<file path="config.mk">
export PLATFORM = sky130hd
export DESIGN_NAME = instr_encode_loader
export DESIGN_NICKNAME = d
export VERILOG_FILES = /design/src/rtl/instr_encode_loader_pkg.sv /design/src/rtl/instr_encode_loader_ctrl_encode.sv /design/src/rtl/instr_encode_loader.sv
export SDC_FILE = /design/constraint.sdc
export NUM_CORES = 1
export LEC_CHECK = 0
export ABC_AREA = 1
export CAP_MARGIN = 20
export CELL_PAD_IN_SITES_DETAIL_PLACEMENT = 2
export CELL_PAD_IN_SITES_GLOBAL_PLACEMENT = 2
export CORE_MARGIN = 4
export CORE_UTILIZATION = 23
export CTS_CLUSTER_DIAMETER = 30
export DETAILED_ROUTE_END_ITERATION = 8
export GPL_ROUTABILITY_DRIVEN = 1
export MAX_ROUTING_LAYER = met4
export PLACE_DENSITY_LB_ADDON = 0.05
export SLEW_MARGIN = 20
export SYNTH_ARGS = -nofsm -noshare
export SYNTH_HDL_FRONTEND = slang
export SYNTH_SLANG_ARGS = --single-unit
</file>
<file path="constraint.sdc">
create_clock -name clk -period 1.7 [get_ports clk]
set_clock_uncertainty 0.15 [all_clocks]
set_input_delay 0.255 -clock clk [delete_from_list [all_inputs] [get_ports clk]]
set_output_delay 0.255 -clock clk [all_outputs]
set_load 0.01 [all_outputs]
</file>
<file path="src/rtl/instr_encode_loader_pkg.sv">
// ISA constants shared by the program loader: opcodes, control bundles,
// instruction field layout, error codes, FSM states and the word packer.
package isa_pkg;

  localparam int IW = 16;

  localparam logic [2:0] OP_LW   = 3'b000;
  localparam logic [2:0] OP_SW   = 3'b001;
  localparam logic [2:0] OP_ADD  = 3'b010;
  localparam logic [2:0] OP_ADDI = 3'b011;
  localparam logic [2:0] OP_SUB  = 3'b100;
  localparam logic [2:0] OP_JMP  = 3'b101;

  // {RegDst,Branch,RegWrite,Jump,ALUOp[1:0],MemRead,MemWrite,MemtoReg,ALUSrc}
  localparam logic [9:0] CTRL_LW   = 10'h08B;
  localparam logic [9:0] CTRL_SW   = 10'h005;
  localparam logic [9:0] CTRL_ADD  = 10'h280;
  localparam logic [9:0] CTRL_ADDI = 10'h081;
  localparam logic [9:0] CTRL_SUB  = 10'h2A0;
  localparam logic [9:0] CTRL_JMP  = 10'h070;

  localparam int OP_LSB = 13;
  localparam int RS_LSB = 10;
  localparam int RT_LSB = 7;
  localparam int RD_LSB = 4;

  localparam logic [1:0] ERR_NONE    = 2'b00;
  localparam logic [1:0] ERR_ILLEGAL = 2'b01;
  localparam logic [1:0] ERR_FULL    = 2'b10;

  typedef enum logic [1:0] {
    FMT_R,
    FMT_I,
    FMT_J
  } fmt_t;

  typedef enum logic [1:0] {
    S_IDLE,
    S_LOAD,
    S_DONE
  } state_t;

  function automatic logic [IW-1:0] pack_word(
    input logic [2:0]  op,
    input fmt_t        fmt,
    input logic [2:0]  rs,
    input logic [2:0]  rt,
    input logic [2:0]  rd,
    input logic [6:0]  imm,
    input logic [12:0] target
  );
    logic [IW-1:0] w;
    case (fmt)
      FMT_R:   w = {op, rs, rt, rd, 4'b0000};
      FMT_J:   w = {op, target};
      default: w = {op, rs, rt, imm};
    endcase
    return w;
  endfunction

endpackage

</file>
<file path="src/rtl/instr_encode_loader_ctrl_encode.sv">
// Maps a 10-bit control bundle back to its opcode and instruction format;
// only exact matches of the six known bundles are legal.
module ctrl_encode
  import isa_pkg::*;
(
  input  logic [9:0] ctrl,
  output logic [2:0] opcode,
  output logic       legal,
  output fmt_t       fmt
);

  always_comb begin
    opcode = OP_LW;
    legal  = 1'b1;
    fmt    = FMT_I;
    case (ctrl)
      CTRL_LW:   begin opcode = OP_LW;   fmt = FMT_I; end
      CTRL_SW:   begin opcode = OP_SW;   fmt = FMT_I; end
      CTRL_ADD:  begin opcode = OP_ADD;  fmt = FMT_R; end
      CTRL_ADDI: begin opcode = OP_ADDI; fmt = FMT_I; end
      CTRL_SUB:  begin opcode = OP_SUB;  fmt = FMT_R; end
      CTRL_JMP:  begin opcode = OP_JMP;  fmt = FMT_J; end
      default:   legal = 1'b0;
    endcase
  end

endmodule

</file>
<file path="src/rtl/instr_encode_loader.sv">
// Program loader: encodes control bundles into instruction words and writes
// them to sequential imem addresses starting at a per-session base address.
module instr_encode_loader
  import isa_pkg::*;
#(
  parameter int AW = 8
) (
  input  logic          clk,
  input  logic          reset,
  input  logic          start,
  input  logic [AW-1:0] base_addr,
  input  logic          in_valid,
  output logic          in_ready,
  input  logic          in_last,
  input  logic [9:0]    in_ctrl,
  input  logic [2:0]    in_rs,
  input  logic [2:0]    in_rt,
  input  logic [2:0]    in_rd,
  input  logic [6:0]    in_imm,
  input  logic [12:0]   in_target,
  output logic          imem_we,
  output logic [AW-1:0] imem_addr,
  output logic [IW-1:0] imem_wdata,
  output logic          busy,
  output logic          done,
  output logic          err,
  output logic [1:0]    err_code,
  output logic [AW:0]   count
);

  localparam logic [AW-1:0] LAST_ADDR = '1;

  state_t        state, state_next;
  logic [AW-1:0] wr_addr;
  logic          full;
  logic [2:0]    opcode;
  logic          legal;
  fmt_t          fmt;
  logic          accept;
  logic          start_ok;
  logic          hit_end;

  ctrl_encode u_ctrl_encode (
    .ctrl   (in_ctrl),
    .opcode (opcode),
    .legal  (legal),
    .fmt    (fmt)
  );

  assign accept   = in_valid && in_ready;
  assign start_ok = (state == S_IDLE) && start;
  assign hit_end  = accept && legal && (wr_addr == LAST_ADDR);

  always_ff @(posedge clk) begin
    if (reset) state <= S_IDLE;
    else       state <= state_next;
  end

  always_comb begin
    state_next = state;
    case (state)
      S_IDLE:  if (start) state_next = S_LOAD;
      S_LOAD:  if (accept && (in_last || hit_end)) state_next = S_DONE;
      S_DONE:  state_next = S_IDLE;
      default: state_next = S_IDLE;
    endcase
  end

  always_comb begin
    in_ready = (state == S_LOAD) && !full;
    busy     = (state != S_IDLE);
    done     = (state == S_DONE);
  end

  // Write strobe, address and data are registered together so each word
  // appears on the imem port exactly one cycle after its beat is accepted.
  always_ff @(posedge clk) begin
    if (reset) begin
      imem_we    <= 1'b0;
      imem_addr  <= '0;
      imem_wdata <= '0;
      wr_addr    <= '0;
      full       <= 1'b0;
      count      <= '0;
      err        <= 1'b0;
      err_code   <= ERR_NONE;
    end else begin
      imem_we <= 1'b0;
      if (start_ok) begin
        wr_addr  <= base_addr;
        count    <= '0;
        full     <= 1'b0;
        err      <= 1'b0;
        err_code <= ERR_NONE;
      end
      if (accept) begin
        if (legal) begin
          imem_we    <= 1'b1;
          imem_addr  <= wr_addr;
          imem_wdata <= pack_word(opcode, fmt, in_rs, in_rt, in_rd, in_imm, in_target);
          wr_addr    <= wr_addr + 1'b1;
          count      <= count + 1'b1;
          if (wr_addr == LAST_ADDR) begin
            full <= 1'b1;
            if (!in_last) begin
              err <= 1'b1;
              if (err_code == ERR_NONE) err_code <= ERR_FULL;
            end
          end
        end else begin
          err <= 1'b1;
          if (err_code == ERR_NONE) err_code <= ERR_ILLEGAL;
        end
      end
    end
  end

endmodule

</file>
==> impl_metrics.env <==
export IMPL_routed_wl_um=13290
export IMPL_drt_iter0_drc=111
export IMPL_violations="negative setup slack"
export IMPL_io_buffers=91
export IMPL_slew_violations=0
export IMPL_min_from="imem_addr[0]"
export IMPL_vias=3336
export IMPL_fmax_ghz=0.5807
export IMPL_worstReg2RegStart="wr_addr[1]"
export IMPL_grt_pass1_vias=3707
export IMPL_p_switching_mw=0.7647
export IMPL_p_leak_nw=2.170
export IMPL_synth_mux_area_fraction=0.003775
export IMPL_die_y_um=115.4
export IMPL_crit_type="reg -> reg"
export IMPL_synth_edf_count=0
export IMPL_hold_path_class="reg -> reg"
export IMPL_p_int_mw=2.003
export IMPL_grt_pass1_wl_um=19250
export IMPL_viasPerCell=4.712
export IMPL_r2r_end="err"
export IMPL_critPathMaxFanout=3
export IMPL_cts_num_sinks=48
export IMPL_synth_top_area_frac=0.3624
export IMPL_dp_slack_ns=-0.5792
export IMPL_ys_warn_count=0
export IMPL_synth_adder_area_share=0.009438
export IMPL_grtUsageMet3=0.02263
export IMPL_synth_xor_area_share=0.01982
export IMPL_synth_ff_type="dfxtp_1"
export IMPL_grt_usage=0.1915
export IMPL_yosysMostFrequentCell="nand2_1"
export IMPL_htree_num_levels=2
export IMPL_async_flop_share=0
export IMPL_ys_seq_area_frac=0.3624
export IMPL_hold_end="imem_addr[0]"
export IMPL_grt_ovfl_total=0
export IMPL_drv_cap=0
export IMPL_first_pass_iters=4
export IMPL_power_frac_comb=0.195
export IMPL_die_width_um=115.4
export IMPL_drt_wirelength_per_cell_um=18.77
export IMPL_cts_root_buf="clkbuf_16"
export IMPL_setup_viol=2
export IMPL_fin_area_mm2=0.004928
export IMPL_cts_buffers=5
export IMPL_timing_final_ws_setup_ns=-0.02202
export IMPL_crit_slowest_cell="dfxtp_2"
export IMPL_ant_nets=0
export IMPL_layout_cells_non_filler=708
export IMPL_gr_usage_met1=0.2218
export IMPL_synth_top_family_by_area="simple AND/OR/NAND/NOR gates"
export IMPL_place_inst=665
export IMPL_endpoint_kind="register"
export IMPL_num_rows=38
export IMPL_min_path_cells=2
export IMPL_syn_num_nets=468
export IMPL_grt_max_degree=32
export IMPL_drive_gt1_frac=0.3327
export IMPL_finalCritPeriodShare=1.013
export IMPL_synth_seq_cells=48
export IMPL_place_congestion=0.8004
export IMPL_sw_frac_of_total=0.2763
export IMPL_finalPower_mw=2.768
export IMPL_worstSetupStartpoint="wr_addr[1]"
export IMPL_grt_antenna_before_repair=0
export IMPL_worstRegToRegCells=8
export IMPL_p_clk_frac=0.382
export IMPL_ys_types=28
export IMPL_busiest_layer="met2"
export IMPL_syn_area_mm2=0.002651
export IMPL_hold_viol=0
export IMPL_syn2layout_area_growth_pct=85.89
export IMPL_crit_chain="ha_4, nand2_4, nor2_4, nand4_1, nor2_2, o21bai_4, nand2_1, a21oi_1"
export IMPL_path_buf_inv=0
export IMPL_fillCellCount=1285
export IMPL_nets=621
export IMPL_cts_max_path_buffers=2
export IMPL_core_mm2=0.01108
export IMPL_slew_headroom=0.8156
export IMPL_cts_clk_slew_worst_paths_ns=0.07
export IMPL_worstMarginPinSlew_ns=0.2762
export IMPL_drc=0
export IMPL_crit_arrival_ns=1.79
export IMPL_ys_top_cells_by_area="dfxtp_1, nand2_1, nor2_1"
export IMPL_insertion_delay_ns=0.29
export IMPL_power_density_mw_per_mm2=561.6
export IMPL_pin_count=92
export IMPL_tritoncts="built"
export IMPL_synth_simple_area_share=0.4294
export IMPL_syn_avg_cell_area_um2=6.404
export IMPL_start_util=0.2393
export IMPL_met2_usage=0.3607
export IMPL_post_dp_cell_area_mm2=0.003978
export IMPL_critical_path_top_delay_family="simple AND/OR/NAND/NOR gates"
export IMPL_dieArea_mm2=0.01331
export IMPL_synth_cells=414
export IMPL_cp_required_ns=1.77
export IMPL_synth_top_cell_by_area="dfxtp_1"
export IMPL_critPathMaxStageDelay_ns=0.35
export IMPL_yosys_top_cells_count="nand2_1, nor2_1, dfxtp_1"
export IMPL_regToRegSetupSlack_ns=-0.02
export IMPL_hpwl_um=7750
export IMPL_rsz0062_at_grt="yes"
export IMPL_status="finished with violations"
export IMPL_layout_min_cycle_time_ns=1.722
export IMPL_diodes=0
export IMPL_cp_depth=8
export IMPL_synth_compound_area_frac=0.08731
export IMPL_ir_drop_uv=539.3
export IMPL_crit_path_start_kind="register"
export IMPL_p_seq_frac=0.424
==> what timing repair did <==
action / in CTS / in global routing
setup endpoints to repair: 52 / 54
hold buffers: 0 / 0
resized for setup: 87 / 92
buffers inserted: 20 / 7
pin swaps: 23 / 29
gates cloned: 6 / 3
==> how the worst max path moves through the flow <==
stage | to | slack [ns]
detailed placement | imem_wdata[5] | -0.58
CTS | imem_wdata[1] | -0.05
global placement | state[0] | -0.54
global route | err | -0.13
floorplan | imem_addr[3] | 0.1
finish | err | -0.02
==> power by group through the flow <==
stage	registers (mW)	clock network (mW)	logic (mW)
finish	1.17	1.06	0.539
global route	1.18	1.13	0.590
CTS	1.16	1.07	0.495
detailed placement	1.19	0	0.452
global placement	1.19	0	0.444
floorplan	1.19	0	0.173
==> cells by family (layout without fill, tap and decap cells) <==
logic type,after synthesis,count (layout)
simple gates,265,265
buf+inv,49,203
fa+ha+maj,2,2
flops,48,48
mux,1,1
compound gates,43,43
xor+xnor,6,6
==> area by class of cell <==
cell class | instances | area [um^2] | share of cell area
timing repair buffer | 163 | 1690 | 0.3430
multi-input combinational | 317 | 1818 | 0.3689
tap | 140 | 175.2 | 0.03554
clock buffer | 7 | 142.6 | 0.02894
inverter | 32 | 123.9 | 0.02513
sequential | 48 | 970.9 | 0.1970
clock inverter | 1 | 7.507 | 0.001523
==> flip-flops by register name, summed over array words and instances (netlist names) <==
signal / count
imem_we: 1
imem_wdata: 16
err: 1
full: 1
wr_addr: 8
err_code: 2
imem_addr: 8
count: 9
state: 2
==> layout by cell type (no fill, tap or decap), types with 11 or more instances in the layout <==
| cell | n |
|---|---|
| a21oi_1 | 11 |
| nand2_1 | 98 |
| nor2_1 | 75 |
| buf_4 | 48 |
| dfxtp_1 | 40 |
| nor2_4 | 12 |
| nand3_1 | 27 |
| clkdlybuf4s50_1 | 76 |
| o21ai_2 | 15 |
| nand2_2 | 12 |
| nor2_2 | 11 |
| inv_1 | 21 |
==> worst reg2reg max path: stages (launching register included) <==
cell and delay (ns):
dfxtp_2 0.35, ha_4 0.15, nand2_4 0.05, nor2_4 0.15, nand4_1 0.20, nor2_2 0.22, o21bai_4 0.16, nand2_1 0.08
a21oi_1 0.12
==> metal layers <==
metal / vias up / part of all wire
met5: - / 0
met1: 1658 / 0.40
met4: 0 / 0.012
met3: 13 / 0.025
li1: 1611 / -
met2: 54 / 0.56
==> per-stage QoR <==
step / hold slack (ns) / util / setup TNS (ns)
after floorplan: 0.2766 / - / 0
after global placement: 0.3021 / 0.3590 / -19.33
after detailed placement: 0.3130 / 0.3590 / -23.68
after CTS: 0.3229 / 0.4174 / -0.2872
after global routing: 0.3493 / 0.4449 / -1.679
final: 0.3340 / 0.4449 / -0.03355
No activity file was read; power rests on OpenSTA's default activity.
